### config.mk
export PLATFORM = sky130hd
export DESIGN_NAME = crg_rst_cen_flat
export DESIGN_NICKNAME = d
export VERILOG_FILES = /design/src/rtl/crg_rst_cen_if.sv /design/src/rtl/crg_rst_cen.sv /design/src/flat_wrapper.sv
export SDC_FILE = /design/constraint.sdc
export NUM_CORES = 1
export LEC_CHECK = 0
export BUFFER_PORTS_ARGS = -buffer_cell sky130_fd_sc_hd__buf_2
export CORE_MARGIN = 1.5
export CORE_UTILIZATION = 50
export DETAILED_ROUTE_END_ITERATION = 6
export PLACE_DENSITY = 0.68
export SYNTH_ARGS = -nofsm -noshare
export SYNTH_HDL_FRONTEND = slang
export SYNTH_SLANG_ARGS = --single-unit
export TNS_END_PERCENT = 5
### constraint.sdc
create_clock -name clk -period 6.4 [get_ports clk]
set_input_delay 0.64 -clock clk [delete_from_list [all_inputs] [get_ports clk]]
set_output_delay 0.64 -clock clk [all_outputs]
set_load 0.01 [all_outputs]
### src/rtl/crg_rst_cen_if.sv
// crg_rst_cen_if: ratio programming, enable gates and reset/enable outputs of crg_rst_cen
interface crg_rst_cen_if #(
    parameter int NCH = 4,
    parameter int W   = 16
);
    logic [NCH*W-1:0] num;
    logic [NCH*W-1:0] den;
    logic [NCH-1:0]   ch_en;
    logic [NCH-1:0]   rst_out;
    logic [NCH-1:0]   cen;
    logic             ready;

    modport master (output num, den, ch_en, input rst_out, cen, ready);
    modport slave  (input num, den, ch_en, output rst_out, cen, ready);
endinterface

### src/rtl/crg_rst_cen.sv
// crg_rst_cen: PLL-lock debounced, staggered per-channel reset release plus
// num/den fractional clock-enable generators, all in the PLL output clock domain.
module crg_rst_cen #(
    parameter int NCH     = 4,
    parameter int W       = 16,
    parameter int STRETCH = 1024,
    parameter int STAGGER = 16
) (
    input  logic clk,
    input  logic rst_n,
    input  logic pll_locked,
    crg_rst_cen_if.slave bus
);
    localparam int CW = $clog2(STRETCH > STAGGER ? STRETCH : STAGGER) + 1;
    localparam int IW = NCH > 1 ? $clog2(NCH) : 1;

    typedef enum logic [1:0] {WAIT_LOCK, STABLE, RELEASE, RUN} state_t;

    state_t           state;
    logic [1:0]       sync;
    logic             lock_s;
    logic [CW-1:0]    cnt;
    logic [IW-1:0]    idx;
    logic [IW-1:0]    nxt;
    logic [NCH-1:0]   rst_q;
    logic [NCH-1:0]   cen_q;
    logic             ready_q;

    assign lock_s      = sync[1];
    assign nxt         = idx + 1'b1;
    assign bus.rst_out = rst_q;
    assign bus.cen     = cen_q;
    assign bus.ready   = ready_q;

    always_ff @(posedge clk or negedge rst_n) begin
        if (!rst_n) sync <= 2'b00;
        else        sync <= {sync[0], pll_locked};
    end

    // STABLE exits one count early so that channel 0 releases exactly STRETCH
    // cycles after lock_s rises (one cycle is spent leaving WAIT_LOCK).
    always_ff @(posedge clk or negedge rst_n) begin
        if (!rst_n) begin
            state   <= WAIT_LOCK;
            cnt     <= '0;
            idx     <= '0;
            rst_q   <= '1;
            ready_q <= 1'b0;
        end else if (!lock_s) begin
            state   <= WAIT_LOCK;
            cnt     <= '0;
            idx     <= '0;
            rst_q   <= '1;
            ready_q <= 1'b0;
        end else begin
            case (state)
                WAIT_LOCK: begin
                    state <= STABLE;
                    cnt   <= '0;
                end
                STABLE: begin
                    if (cnt == CW'(STRETCH - 2)) begin
                        rst_q[0] <= 1'b0;
                        idx      <= '0;
                        cnt      <= '0;
                        state    <= NCH == 1 ? RUN : RELEASE;
                    end else cnt <= cnt + 1'b1;
                end
                RELEASE: begin
                    if (cnt == CW'(STAGGER - 1)) begin
                        cnt        <= '0;
                        idx        <= nxt;
                        rst_q[nxt] <= 1'b0;
                        if (idx == IW'(NCH - 2)) state <= RUN;
                    end else cnt <= cnt + 1'b1;
                end
                RUN: ready_q <= 1'b1;
            endcase
        end
    end

    for (genvar i = 0; i < NCH; i++) begin : g_ch
        logic [W-1:0] n;
        logic [W-1:0] d;
        logic [W:0]   acc;
        logic [W:0]   s;
        logic         act;
        logic         c;
        assign n        = bus.num[i*W +: W];
        assign d        = bus.den[i*W +: W];
        assign s        = acc + {1'b0, n};
        assign act      = !rst_q[i] && bus.ch_en[i] && |n && |d;
        assign cen_q[i] = c;
        always_ff @(posedge clk or negedge rst_n) begin
            if (!rst_n) begin
                acc <= '0;
                c   <= 1'b0;
            end else if (!lock_s) begin
                acc <= '0;
                c   <= 1'b0;
            end else if (!act) begin
                c <= 1'b0;
            end else if (n >= d) begin
                acc <= '0;
                c   <= 1'b1;
            end else begin
                c   <= s >= {1'b0, d};
                acc <= s >= {1'b0, d} ? s - {1'b0, d} : s;
            end
        end
    end
endmodule

### src/flat_wrapper.sv
// flat-port wrapper written by rule: the top's interface ports become plain ports
module crg_rst_cen_flat 
#(
    parameter int NCH     = 4,
    parameter int W       = 16,
    parameter int STRETCH = 1024,
    parameter int STAGGER = 16
)
  (clk, rst_n, pll_locked, bus_num, bus_den, bus_ch_en, bus_rst_out, bus_cen, bus_ready);
  crg_rst_cen_if #(.NCH(NCH), .W(W)) bus_i ();
  input  logic clk;
  input  logic rst_n;
  input  logic pll_locked;
  input wire logic [$bits(bus_i.num)-1:0] bus_num;
  input wire logic [$bits(bus_i.den)-1:0] bus_den;
  input wire logic [$bits(bus_i.ch_en)-1:0] bus_ch_en;
  output wire logic [$bits(bus_i.rst_out)-1:0] bus_rst_out;
  output wire logic [$bits(bus_i.cen)-1:0] bus_cen;
  output wire logic [$bits(bus_i.ready)-1:0] bus_ready;
  assign bus_i.num = bus_num;
  assign bus_i.den = bus_den;
  assign bus_i.ch_en = bus_ch_en;
  assign bus_rst_out = bus_i.rst_out;
  assign bus_cen = bus_i.cen;
  assign bus_ready = bus_i.ready;
  crg_rst_cen #(.NCH(NCH), .W(W), .STRETCH(STRETCH), .STAGGER(STAGGER)) u_core (.clk(clk), .rst_n(rst_n), .pll_locked(pll_locked), .bus(bus_i));
endmodule
==> impl_metrics.xml, run 1 <==
<?xml version="1.0" encoding="UTF-8"?>
<metrics>
  <group name="critical_path">
    <metric name="cp_max_fo" unit="">13</metric>
    <metric name="critical-path-top-delay-family" unit="">compound AO/OA/AOI/OAI gates</metric>
    <metric name="crit_path_max_incr_delay" unit="ns">0.67</metric>
    <metric name="setup.worst_path.class" unit="">primary input to flop</metric>
    <metric name="worst_endpoint_required_time" unit="ns">6.63</metric>
    <metric name="reg2reg_setup_slack" unit="ns">1.44</metric>
    <metric name="worst_path_max_delay_cell" unit="">nor2_2</metric>
    <metric name="cp_data_arrival_time" unit="ns">5.20</metric>
    <metric name="endpoint_class_of_the_critical_path" unit="">flop</metric>
    <metric name="ff2ff_path_depth" unit="">16</metric>
    <metric name="crit_path_start_kind" unit="">primary input</metric>
    <metric name="r2r_end" unit="">u_core.g_ch[1].acc[11]$_DFFE_PN0P_</metric>
    <metric name="path_cells" unit="">buf_2, ha_1, a211oi_1, o21ai_0, a2111oi_0, o31a_1, o21bai_1, a21o_1, xor2_1, ha_1, and4_1, and2_1, a211o_1, nor2_2, buf_4, mux2i_1, o21ai_0</metric>
    <metric name="worst_path_buf_inv" unit="">2</metric>
    <metric name="reg2reg_from" unit="">u_core.g_ch[1].acc[1]$_DFFE_PN0P_</metric>
  </group>
  <group name="synth">
    <metric name="syn_nets" unit="">1829</metric>
    <metric name="synth.yosys.seq_area_share" unit="%">19.4</metric>
    <metric name="muxShareOfSynthArea" unit="%">3.85</metric>
    <metric name="synth-compound-area-share" unit="%">24.6</metric>
    <metric name="synthesis.instances" unit="">1483</metric>
    <metric name="post_synth_instance_area" unit="um^2">12100</metric>
    <metric name="async_reset_ff_share" unit="%">100</metric>
    <metric name="syn_area_cell" unit="um^2">8.17</metric>
    <metric name="post-synth-top-area-fraction" unit="%">21.0</metric>
    <metric name="dominantRegCellSynth" unit="">dfrtp_1</metric>
    <metric name="synthesis.yosys.warnings" unit="">0</metric>
    <metric name="synth-edff-count" unit="">0</metric>
    <metric name="netlist-cell-type-count" unit="">76</metric>
    <metric name="synth.top_cells.by_area" unit="">ha_1 21%, dfrtp_1 19%, xnor2_1 5.6%, o21ai_0 4.5%, a21oi_1 4.3%</metric>
    <metric name="yosys.area_share.xor_xnor" unit="%">7.37</metric>
    <metric name="synth_top_family_by_area" unit="">compound AO/OA/AOI/OAI gates</metric>
    <metric name="synth_area_in_simple_gates" unit="%">17.6</metric>
    <metric name="postSynthRegisterBits" unit="">94</metric>
    <metric name="synth_top_cell_by_area" unit="">ha_1</metric>
    <metric name="synth-adder-area-share" unit="%">22.3</metric>
  </group>
  <group name="floorplanning">
    <metric name="ios" unit="">144</metric>
    <metric name="start_util" unit="%">51.3</metric>
    <metric name="num_rows" unit="">56</metric>
    <metric name="die_width" unit="um">159</metric>
    <metric name="die_height" unit="um">159</metric>
    <metric name="coreArea" unit="um^2">23600</metric>
    <metric name="design.die.area" unit="um^2">25200</metric>
  </group>
  <group name="route">
    <metric name="drc_errors" unit="">0</metric>
    <metric name="detailroute.via_count" unit="">11300</metric>
    <metric name="vias_per_cell" unit="">5.82</metric>
    <metric name="antenna_violating_nets_post_route" unit="">0</metric>
    <metric name="detail_route.iter0.violations" unit="">605</metric>
    <metric name="detail_route.first_pass.iterations" unit="">5</metric>
    <metric name="avgRoutedWirePerCell" unit="um">16.4</metric>
    <metric name="wirelength" unit="um">31800</metric>
  </group>
  <group name="pwr">
    <metric name="p_total" unit="uW">2320</metric>
    <metric name="power.density" unit="nW/um^2">172</metric>
    <metric name="ir_drop" unit="mV">0.135</metric>
    <metric name="power.static_leakage" unit="uW">0.00680</metric>
  </group>
  <group name="placed_design">
    <metric name="final_weighted_congestion_in_routability_driven_placement" unit="">0.923</metric>
    <metric name="port_buffers" unit="">143</metric>
    <metric name="dpl.cell_count" unit="">1924</metric>
    <metric name="hpwlAfterDp" unit="um">26000</metric>
  </group>
  <group name="clocking">
    <metric name="tritoncts.num_buffers" unit="">9</metric>
    <metric name="clock_sink_count" unit="">94</metric>
    <metric name="ctsHoldBuffers" unit="">0</metric>
    <metric name="root_buffer" unit="">clkbuf_16</metric>
    <metric name="cts_setup_buffers" unit="">0</metric>
    <metric name="clockBufferDepth" unit="">2</metric>
    <metric name="worst_setup_hold_path_clk_slew" unit="ns">0.07</metric>
    <metric name="ctsResizeCount" unit="">0</metric>
    <metric name="worst_skew_late_latency" unit="ns">0.37</metric>
    <metric name="cts_tree" unit="">yes</metric>
    <metric name="cts_max_level" unit="">3</metric>
  </group>
  <group name="cells_and_area">
    <metric name="final-instance-count-excl-fill" unit="">1940</metric>
    <metric name="insertedDiodeCount" unit="">0</metric>
    <metric name="fillers" unit="">2293</metric>
    <metric name="area.growth.synth_to_final" unit="%">10.8</metric>
    <metric name="share_of_final_layout_standard_cells_stronger_than_drive_strength_1" unit="%">11.9</metric>
    <metric name="layout.cells.most_common" unit="">ha_1</metric>
    <metric name="multi_input_comb_area" unit="um^2">9170</metric>
    <metric name="register_area" unit="um^2">2360</metric>
    <metric name="commonest_cells_after_routing_fill_and_taps_aside" unit="">203 x ha_1, 142 x buf_2, 121 x inv_1, 117 x nand2_1, 109 x o21ai_0</metric>
    <metric name="fin_nets" unit="">1962</metric>
  </group>
  <group name="global_route">
    <metric name="number_of_global_route_vias_before_repair" unit="">10800</metric>
    <metric name="grt_use_total" unit="%">25.1</metric>
    <metric name="grt_pass1_wl" unit="um">52200</metric>
    <metric name="grt_remaining_overflow" unit="">0</metric>
    <metric name="grt_max_degree" unit="">65</metric>
    <metric name="antenna_found_initial" unit="">0</metric>
  </group>
  <group name="hold_path">
    <metric name="hp-class" unit="">primary input to asynchronous set/reset pin</metric>
  </group>
  <group name="sta">
    <metric name="setup_skew_after_layout" unit="ns">0.0162</metric>
    <metric name="grt_setup_unrepaired" unit="">false</metric>
    <metric name="min_period" unit="ns">4.98</metric>
    <metric name="whs" unit="ns">0.217</metric>
    <metric name="fin_setup_tns" unit="ns">0</metric>
    <metric name="relSlewSlack" unit="%">19.2</metric>
    <metric name="setup_viol" unit="">0</metric>
    <metric name="finalHoldViolCount" unit="">0</metric>
    <metric name="clock.fmax" unit="GHz">0.201</metric>
    <metric name="timing_max_transition_violations_final" unit="">0</metric>
    <metric name="period_share" unit="%">77.7</metric>
    <metric name="timing_worst_slew_pin_value" unit="ns">1.20</metric>
  </group>
  <group name="flow_run">
    <metric name="maxCapViolations" unit="">0</metric>
  </group>
  <group name="run_status">
    <metric name="status" unit="">finished clean</metric>
  </group>
</metrics>
-- cell type report --
type / instances / share of cell area [%]
clock buffer: 9 / 1.68
clock inverter: 7 / 0.373
inverter: 122 / 3.41
multi-input combinational: 1239 / 68.3
sequential: 94 / 17.6
tap: 319 / 2.97
timing repair buffer: 150 / 5.74
-- kinds of logic after synthesis --
| logic type | Yosys count |
|---|---|
| multiplexers | 46 |
| XOR/XNOR | 102 |
| adder cells (fa/ha/maj) | 211 |
| flip-flops | 94 |
| AO/OA/AOI/OAI | 452 |
| buffers and inverters | 150 |
| AND/OR/NAND/NOR | 428 |
-- sequential cells by signal, summed over array words and instances, names as in the netlist --
register            cells
u_core.state            2
u_core.g_ch.acc        68
u_core.bus.rst_out      4
u_core.bus.ready        1
u_core.g_ch.c           4
u_core.idx              2
u_core.cnt             11
u_core.sync             2
-- metrics by stage --
step                cell area (um^2)  util, %  setup WS, ns
floorplan                      12100        -          1.98
detailed placement             13200     55.7          1.11
finish                         13400     56.9          1.42
CTS                            13400     56.9          1.47
global placement               13200     55.7          1.24
global route                   13400     56.9         0.898
-- where the power goes --
group          total (uW)  leakage (uW)  switching (uW)  internal, uW
combinational        1130       0.00538             645           488
clock                 531      0.000128             266           265
sequential            652       0.00129            27.2           625
-- worst reg2reg max path: stages (launching register included) --
cell,delay (ns)
dfrtp_1,0.40
ha_1,0.30
a211oi_1,0.32
o21ai_0,0.20
a2111oi_0,0.58
o31a_1,0.32
o21bai_1,0.09
a21o_1,0.19
xor2_1,0.19
ha_1,0.32
and4_1,0.24
and2_1,0.13
a211o_1,0.30
nor2_2,0.67
buf_4,0.28
mux2i_1,0.19
o21ai_0,0.09
-- per-layer routing --
layer,up-vias,GRT usage (%),routed length (um)
li1,5730,-,-
met1,5294,34.4,15400
met2,235,42.1,14700
met3,36,2.40,1120
met4,0,6.84,504
met5,-,0,0
-- how the worst max path moves through the flow --
stage                                           start                            endpoint  slack, ns  cells past startpoint
global route        u_core.g_ch[0].acc[0]$_DFFE_PN0P_   u_core.g_ch[0].acc[0]$_DFFE_PN0P_       0.90                     21
finish                                    bus_num[17]  u_core.g_ch[1].acc[11]$_DFFE_PN0P_       1.42                     17
detailed placement                         bus_num[0]   u_core.g_ch[0].acc[0]$_DFFE_PN0P_       1.11                     22
floorplan                                  bus_num[0]   u_core.g_ch[0].acc[9]$_DFFE_PN0P_       1.98                     21
CTS                 u_core.g_ch[1].acc[1]$_DFFE_PN0P_  u_core.g_ch[1].acc[11]$_DFFE_PN0P_       1.47                     16
global placement                          bus_num[17]   u_core.g_ch[1].acc[9]$_DFFE_PN0P_       1.24                     17
-- cells in the mapped netlist (all sizes together), types with 8 or more instances --
master / n
a211oi: 10
a21oi: 104
inv: 121
o21a: 36
buf: 11
a31oi: 9
dfrtp: 90
xnor2: 77
nor3: 27
nand4: 24
fa: 8
nor2: 80
o21ai: 118
nand3: 40
and2: 8
nand2b: 32
nand2: 117
o211ai: 23
clkbuf: 17
nor4: 37
and3: 12
a221o: 10
xor2: 25
nor2b: 23
a21o: 61
o31ai: 12
mux2i: 41
o21bai: 8
ha: 203
Note: power is estimated with default switching activity, not from simulation.
==> inputs of run 2 (changes only) <==
Clock period 6.4 ns to 5.09 ns, I/O delays scaled along.
==> impl_metrics.xml, run 2 (synthesized netlist as in run 1, its figures left out) <==
<?xml version="1.0" encoding="UTF-8"?>
<metrics>
  <group name="cells_and_area">
    <metric name="fin_nets" unit="">1968</metric>
    <metric name="flip_flop_count_of_the_largest_register_after_layout" unit="">68</metric>
    <metric name="layout.cells.most_common" unit="">ha_1</metric>
    <metric name="reg.largest.list" unit="">u_core.g_ch.acc x68, u_core.cnt x11</metric>
    <metric name="top_register" unit="">u_core.g_ch.acc</metric>
    <metric name="commonest_cells_after_routing_fill_and_taps_aside" unit="">203 x ha_1, 142 x buf_2, 121 x inv_1, 117 x nand2_1, 109 x o21ai_0</metric>
    <metric name="share_of_final_layout_standard_cells_stronger_than_drive_strength_1" unit="%">12.2</metric>
    <metric name="insertedDiodeCount" unit="">0</metric>
    <metric name="area.growth.synth_to_final" unit="%">11.6</metric>
  </group>
  <group name="sta">
    <metric name="grt_setup_unrepaired" unit="">false</metric>
    <metric name="fin_setup_tns" unit="ns">0</metric>
    <metric name="clock.fmax" unit="GHz">0.213</metric>
    <metric name="timing_worst_slew_pin_value" unit="ns">1.24</metric>
    <metric name="setup_viol" unit="">0</metric>
    <metric name="period_share" unit="%">92.1</metric>
    <metric name="timing_max_transition_violations_final" unit="">0</metric>
    <metric name="setup_skew_after_layout" unit="ns">0.00834</metric>
    <metric name="setup_slack_after_layout" unit="ns">0.401</metric>
    <metric name="min_period" unit="ns">4.69</metric>
    <metric name="relSlewSlack" unit="%">16.8</metric>
    <metric name="whs" unit="ns">0.240</metric>
    <metric name="finalHoldViolCount" unit="">0</metric>
  </group>
  <group name="placed_design">
    <metric name="hpwlAfterDp" unit="um">26400</metric>
    <metric name="preCtsSetupSlack" unit="ns">0.163</metric>
    <metric name="final_weighted_congestion_in_routability_driven_placement" unit="">0.897</metric>
    <metric name="port_buffers" unit="">143</metric>
  </group>
  <group name="critical_path">
    <metric name="worst_endpoint_required_time" unit="ns">5.36</metric>
    <metric name="cp_data_arrival_time" unit="ns">4.96</metric>
    <metric name="worst_path_max_delay_cell" unit="">o211ai_1</metric>
    <metric name="crit_path_start_kind" unit="">flop</metric>
    <metric name="critical-path-top-delay-family" unit="">compound AO/OA/AOI/OAI gates</metric>
    <metric name="setup.worst_path.class" unit="">flop to flop</metric>
    <metric name="path_cells" unit="">ha_1, inv_1, fa_1, nor2b_1, o31a_1, o21ai_0, nand2b_1, a21o_1, a21oi_1, xnor2_1, ha_1, nand2_1, nor2_1, o21ai_0, o21ai_0, a41oi_1, o2bb2ai_1, o211ai_1, buf_4, mux2_2, o21ai_0</metric>
    <metric name="endpoint_class_of_the_critical_path" unit="">flop</metric>
    <metric name="crit_path_max_incr_delay" unit="ns">0.58</metric>
    <metric name="worst_path_buf_inv" unit="">2</metric>
    <metric name="cp_max_fo" unit="">7</metric>
    <metric name="crit_path_frequent_cell" unit="">o21ai_0</metric>
  </group>
  <group name="global_route">
    <metric name="grt_use_total" unit="%">26.0</metric>
    <metric name="number_of_global_route_vias_before_repair" unit="">10900</metric>
    <metric name="grt_max_degree" unit="">57</metric>
    <metric name="grt_pass1_wl" unit="um">53900</metric>
    <metric name="grt_remaining_overflow" unit="">0</metric>
    <metric name="antenna_found_initial" unit="">0</metric>
  </group>
  <group name="clocking">
    <metric name="cts_max_level" unit="">3</metric>
    <metric name="worst_skew_late_latency" unit="ns">0.36</metric>
    <metric name="clock_sink_count" unit="">94</metric>
    <metric name="root_buffer" unit="">clkbuf_16</metric>
    <metric name="ctsHoldBuffers" unit="">0</metric>
    <metric name="tritoncts.num_buffers" unit="">9</metric>
    <metric name="worst_setup_hold_path_clk_slew" unit="ns">0.07</metric>
    <metric name="clockBufferDepth" unit="">2</metric>
    <metric name="cts_tree" unit="">yes</metric>
  </group>
  <group name="floorplanning">
    <metric name="design.die.area" unit="um^2">25200</metric>
    <metric name="num_rows" unit="">56</metric>
    <metric name="die_height" unit="um">159</metric>
    <metric name="start_util" unit="%">51.3</metric>
    <metric name="ios" unit="">144</metric>
    <metric name="coreArea" unit="um^2">23600</metric>
    <metric name="die_width" unit="um">159</metric>
  </group>
  <group name="pwr">
    <metric name="power.static_leakage" unit="uW">0.00685</metric>
    <metric name="p_total" unit="uW">3040</metric>
    <metric name="power.density" unit="nW/um^2">225</metric>
    <metric name="ir_drop" unit="mV">0.163</metric>
  </group>
  <group name="run_status">
    <metric name="status" unit="">finished clean</metric>
  </group>
  <group name="route">
    <metric name="avgRoutedWirePerCell" unit="um">16.7</metric>
    <metric name="antenna_violating_nets_post_route" unit="">0</metric>
    <metric name="wirelength" unit="um">32400</metric>
    <metric name="vias_per_cell" unit="">5.84</metric>
    <metric name="detailroute.via_count" unit="">11400</metric>
    <metric name="detail_route.first_pass.iterations" unit="">5</metric>
    <metric name="detail_route.iter0.violations" unit="">659</metric>
    <metric name="drc_errors" unit="">0</metric>
  </group>
  <group name="hold_path">
    <metric name="hp-class" unit="">primary input to asynchronous set/reset pin</metric>
  </group>
  <group name="flow_run">
    <metric name="maxCapViolations" unit="">0</metric>
  </group>
</metrics>
==> run 2: changes by cell type in the layout (fill, tap and decap cells not counted) <==
| cell | before | now |
|---|---|---|
| clkinv_2 | 2 | 1 |
| clkbuf_1 | 0 | 1 |
| clkbuf_8 | 0 | 1 |
| bufinv_16 | 0 | 2 |
| clkinv_4 | 1 | 0 |
| a2111oi_0 | 4 | 3 |
| buf_4 | 8 | 14 |
| a2111oi_1 | 0 | 1 |
| clkinvlp_4 | 3 | 1 |
==> run 2: per-stage QoR <==
stage | instances | area (um^2) | util [%]
after floorplan | 1483 | 12100 | -
after global placement | 1930 | 13200 | 55.9
after detailed placement | 1930 | 13200 | 55.9
after CTS | 1946 | 13500 | 57.3
after global routing | 1946 | 13500 | 57.3
final | 1946 | 13500 | 57.3
==> run 2: power breakdown <==
part | leakage, uW | switching [uW] | total (uW) | internal, uW
combinational | 0.00541 | 819 | 1450 | 629
clock | 0.000156 | 328 | 774 | 446
sequential | 0.00129 | 35.9 | 822 | 786
total | 0.00685 | 1180 | 3040 | 1860
==> run 2: layout make-up <==
cell class | instances | area [um^2]
Fill cell | 2250 | 10100
Tap cell | 319 | 399
Timing Repair Buffer | 156 | 816
Inverter | 122 | 458
Clock inverter | 5 | 81.3
Clock buffer | 11 | 243
Multi-Input combinational cell | 1239 | 9170
Sequential cell | 94 | 2360
==> run 2: repair_timing <==
item	4_1_cts	5_1_grt
resized for setup	0	1
buffers inserted	0	0
setup endpoints to repair	0	1
endpoints found under the hold margin	0	0
==> run 2: per-layer routing <==
layer	vias to the layer above	GRT usage, %	part of all wire (%)
met1	5334	35.4	48
met4	0	5.54	1.4
li1	5739	-	-
met5	-	0	0
met2	253	44.0	47
met3	37	2.95	3.9
==> run 2: final timing paths <==
path / from / to / slack [ns] / depth (start not counted)
max in group asynchronous: rst_n / u_core.bus.rst_out[3]$_DFFE_PN1P_ / 3.77 / 2
hold / removal: rst_n / u_core.g_ch[1].acc[12]$_DFFE_PN0P_ / 0.24 / 1
hold reg to reg: u_core.sync[0]$_DFF_PN0_ / u_core.sync[1]$_DFF_PN0_ / 0.38 / 0
min in group clk: pll_locked / u_core.sync[0]$_DFF_PN0_ / 0.26 / 1
setup reg to reg: u_core.g_ch[0].acc[0]$_DFFE_PN0P_ / u_core.g_ch[0].acc[0]$_DFFE_PN0P_ / 0.40 / 21
setup / recovery: u_core.g_ch[0].acc[0]$_DFFE_PN0P_ / u_core.g_ch[0].acc[0]$_DFFE_PN0P_ / 0.40 / 21
==> inputs of run 3 (changes only) <==
Settings changed: ABC_AREA set to 1, PLACE_DENSITY 0.68 to 0.67.
==> impl_metrics.xml, run 3 <==
<?xml version="1.0" encoding="UTF-8"?>
<metrics>
  <group name="run_status">
    <metric name="status" unit="">finished clean</metric>
  </group>
  <group name="sta">
    <metric name="period_share" unit="%">74.7</metric>
    <metric name="fin_setup_tns" unit="ns">0</metric>
    <metric name="setup_viol" unit="">0</metric>
    <metric name="timing_max_transition_violations_final" unit="">0</metric>
    <metric name="grt_setup_unrepaired" unit="">false</metric>
    <metric name="setup_skew_after_layout" unit="ns">0.00854</metric>
    <metric name="relSlewSlack" unit="%">25.8</metric>
    <metric name="min_period" unit="ns">3.80</metric>
    <metric name="clock.fmax" unit="GHz">0.263</metric>
    <metric name="timing_worst_slew_pin_value" unit="ns">1.11</metric>
    <metric name="finalHoldViolCount" unit="">0</metric>
  </group>
  <group name="synth">
    <metric name="post_synth_instance_area" unit="um^2">14800</metric>
    <metric name="postSynthRegisterBits" unit="">94</metric>
    <metric name="synth_top_cell_by_area" unit="">nand2_1</metric>
    <metric name="syn_nets" unit="">2816</metric>
    <metric name="dominantRegCellSynth" unit="">dfrtp_1</metric>
    <metric name="synth.top_cells.by_count" unit="">862 x nand2_1, 414 x inv_1, 203 x ha_1</metric>
    <metric name="synthesis.instances" unit="">2470</metric>
    <metric name="synthesis.yosys.warnings" unit="">0</metric>
    <metric name="yosys.cell_count.top_type" unit="">nand2_1</metric>
    <metric name="netlist-cell-type-count" unit="">47</metric>
    <metric name="post-synth-top-area-fraction" unit="%">21.8</metric>
    <metric name="synth-edff-count" unit="">0</metric>
    <metric name="synth.top_cells.by_area" unit="">nand2_1 22%, ha_1 17%, dfrtp_1 15%, inv_1 10%, nand3_1 6.5%</metric>
    <metric name="syn_area_cell" unit="um^2">6.00</metric>
    <metric name="synth.yosys.seq_area_share" unit="%">15.9</metric>
    <metric name="async_reset_ff_share" unit="%">100</metric>
  </group>
  <group name="critical_path">
    <metric name="reg2reg_setup_slack" unit="ns">1.29</metric>
    <metric name="crit_path_max_incr_delay" unit="ns">0.63</metric>
    <metric name="timing.critical_path.from" unit="">u_core.g_ch[3].acc[0]$_DFFE_PN0P_</metric>
    <metric name="worst_endpoint_required_time" unit="ns">5.34</metric>
    <metric name="reg2reg_from" unit="">u_core.g_ch[3].acc[0]$_DFFE_PN0P_</metric>
    <metric name="crit_path_start_kind" unit="">flop</metric>
    <metric name="worst_path_buf_inv" unit="">4</metric>
    <metric name="cp_max_fo" unit="">18</metric>
    <metric name="path_cells" unit="">ha_1, inv_1, fa_1, inv_1, nand3_1, nand2_1, nand2_1, nand2_1, xor2_1, inv_1, ha_1, nand2_1, inv_1, nand2_1, nor2_1, a31oi_2, nand3_4, nand2_1, nand2_1, nand2_1, nand2_1</metric>
    <metric name="critPathCapture" unit="">u_core.g_ch[3].acc[16]$_DFFE_PN0P_</metric>
    <metric name="endpoint_class_of_the_critical_path" unit="">flop</metric>
    <metric name="crit_path_frequent_cell" unit="">nand2_1</metric>
    <metric name="setup.worst_path.class" unit="">flop to flop</metric>
    <metric name="r2r_end" unit="">u_core.g_ch[3].acc[16]$_DFFE_PN0P_</metric>
    <metric name="cp_data_arrival_time" unit="ns">4.05</metric>
    <metric name="ff2ff_path_depth" unit="">21</metric>
    <metric name="worst_path_max_delay_cell" unit="">a31oi_2</metric>
    <metric name="critical-path-top-delay-family" unit="">simple AND/OR/NAND/NOR gates</metric>
    <metric name="critical_path_depth" unit="">21</metric>
  </group>
  <group name="cells_and_area">
    <metric name="share_of_final_layout_standard_cells_stronger_than_drive_strength_1" unit="%">8.31</metric>
    <metric name="fin_nets" unit="">2939</metric>
    <metric name="insertedDiodeCount" unit="">0</metric>
    <metric name="commonest_cells_after_routing_fill_and_taps_aside" unit="">862 x nand2_1, 414 x inv_1, 203 x ha_1, 194 x nand3_1, 176 x nor2_1</metric>
    <metric name="fillers" unit="">3061</metric>
    <metric name="top_register" unit="">u_core.g_ch.acc</metric>
    <metric name="flip_flop_count_of_the_largest_register_after_layout" unit="">68</metric>
    <metric name="reg.largest.list" unit="">u_core.g_ch.acc x68, u_core.cnt x11</metric>
    <metric name="layout.cells.most_common" unit="">nand2_1</metric>
    <metric name="area.growth.synth_to_final" unit="%">8.90</metric>
  </group>
  <group name="clocking">
    <metric name="clock_sink_count" unit="">94</metric>
    <metric name="tritoncts.num_buffers" unit="">9</metric>
    <metric name="ctsResizeCount" unit="">0</metric>
    <metric name="worst_setup_hold_path_clk_slew" unit="ns">0.08</metric>
    <metric name="root_buffer" unit="">clkbuf_16</metric>
    <metric name="worst_skew_late_latency" unit="ns">0.36</metric>
    <metric name="cts_tree" unit="">yes</metric>
    <metric name="cts_setup_buffers" unit="">0</metric>
    <metric name="ctsHoldBuffers" unit="">0</metric>
    <metric name="clockBufferDepth" unit="">2</metric>
    <metric name="cts_max_level" unit="">3</metric>
  </group>
  <group name="pwr">
    <metric name="power.static_leakage" unit="uW">0.00980</metric>
    <metric name="switching_share" unit="%">44.8</metric>
    <metric name="comb_power_share" unit="%">51.4</metric>
    <metric name="ir_drop" unit="mV">0.123</metric>
    <metric name="pwr-share-seq" unit="%">25.6</metric>
    <metric name="p_total" unit="uW">3190</metric>
    <metric name="clock_power_share" unit="%">22.9</metric>
    <metric name="cellInternalPower" unit="uW">1760</metric>
    <metric name="total_switching_power" unit="uW">1430</metric>
    <metric name="power.density" unit="nW/um^2">198</metric>
  </group>
  <group name="global_route">
    <metric name="grt_remaining_overflow" unit="">0</metric>
    <metric name="number_of_global_route_vias_before_repair" unit="">14900</metric>
    <metric name="grt_use_total" unit="%">28.4</metric>
    <metric name="grt_max_degree" unit="">52</metric>
    <metric name="antenna_found_initial" unit="">0</metric>
    <metric name="grt_pass1_wl" unit="um">71400</metric>
  </group>
  <group name="floorplanning">
    <metric name="start_util" unit="%">51.3</metric>
    <metric name="num_rows" unit="">62</metric>
    <metric name="ios" unit="">144</metric>
    <metric name="die_width" unit="um">175</metric>
    <metric name="design.die.area" unit="um^2">30700</metric>
    <metric name="die_height" unit="um">175</metric>
    <metric name="coreArea" unit="um^2">28900</metric>
  </group>
  <group name="route">
    <metric name="detailroute.via_count" unit="">15700</metric>
    <metric name="detail_route.first_pass.iterations" unit="">7</metric>
    <metric name="vias_per_cell" unit="">5.27</metric>
    <metric name="antenna_violating_nets_post_route" unit="">0</metric>
    <metric name="detail_route.iter0.violations" unit="">990</metric>
    <metric name="wirelength" unit="um">43000</metric>
    <metric name="drc_errors" unit="">0</metric>
    <metric name="avgRoutedWirePerCell" unit="um">14.4</metric>
  </group>
  <group name="placed_design">
    <metric name="port_buffers" unit="">143</metric>
    <metric name="final_weighted_congestion_in_routability_driven_placement" unit="">0.959</metric>
    <metric name="hpwlAfterDp" unit="um">36700</metric>
  </group>
  <group name="hold_path">
    <metric name="hp-class" unit="">primary input to asynchronous set/reset pin</metric>
  </group>
  <group name="flow_run">
    <metric name="maxCapViolations" unit="">0</metric>
  </group>
</metrics>
## run 3: cell families after synthesis
kind of cell,count (synthesis),share of synthesized area [%]
simple gates,1423,41.6
buf+inv,453,12.1
compound gates,220,8.17
fa+ha+maj,211,18.2
flops,94,15.9
xor+xnor,69,4.07
## run 3: metrics by stage
stage	utilization [%]	instance area [um^2]	cells	setup WS [ns]	hold slack, ns
6_report	55.8	16200	2982	1.29	0.134
4_1_cts	55.8	16200	2982	1.30	0.142
5_1_grt	55.8	16200	2982	0.842	0.175
3_3_place_gp	54.7	15800	2966	1.13	0.348
2_1_floorplan	-	14800	2470	1.76	0.213
3_5_place_dp	54.7	15800	2966	1.08	0.352
## run 3: worst min path at each step
stage,slack [ns],start,end
finish,0.13,rst_n,u_core.g_ch[3].acc[2]$_DFFE_PN0P_
global route,0.17,rst_n,u_core.g_ch[3].acc[0]$_DFFE_PN0P_
CTS,0.14,rst_n,u_core.g_ch[3].acc[2]$_DFFE_PN0P_
detailed placement,0.35,u_core.sync[0]$_DFF_PN0_,u_core.sync[1]$_DFF_PN0_
global placement,0.35,u_core.sync[0]$_DFF_PN0_,u_core.sync[1]$_DFF_PN0_
floorplan,0.21,rst_n,u_core.bus.ready$_DFFE_PN0P_
## run 3: final cells by class
cell class	instances	area, um^2	share of cell area [%]
clock buffers	9	225	1.39
clock inverters	7	91.3	0.565
multi-input cells	1923	10700	66.1
inverters	419	1570	9.74
repair buffers	146	741	4.59
flip-flops and latches	94	2360	14.6
well taps	384	480	2.97
## run 3: routing by layer
| metal | share of wire [%] | routed length (um) | vias to the layer above | GRT usage [%] |
|---|---|---|---|---|
| li1 | - | - | 8136 | - |
| met1 | 47 | 20300 | 7093 | 38.7 |
| met2 | 45 | 19500 | 412 | 47.7 |
| met3 | 5.3 | 2270 | 69 | 3.13 |
| met4 | 2.2 | 944 | 0 | 7.37 |
| met5 | 0 | 0 | - | 0 |
## run 3: power by group through the flow
stage / Combinational [uW] / Sequential (uW) / Clock (uW)
2_1_floorplan: 1240 / 823 / 0
3_3_place_gp: 1600 / 832 / 0
3_5_place_dp: 1620 / 831 / 0
4_1_cts: 1630 / 818 / 748
5_1_grt: 1870 / 823 / 776
6_report: 1640 / 817 / 732
## run 3: worst reg2reg max path, delay by kind of cell, from the launching register on
kind,cells,cell delay [ns]
AO/OA/AOI/OAI,1,0.63
adder cells (fa/ha/maj),3,0.93
AND/OR/NAND/NOR,12,1.21
flip-flops,1,0.36
buffers and inverters,4,0.33
XOR/XNOR,1,0.23
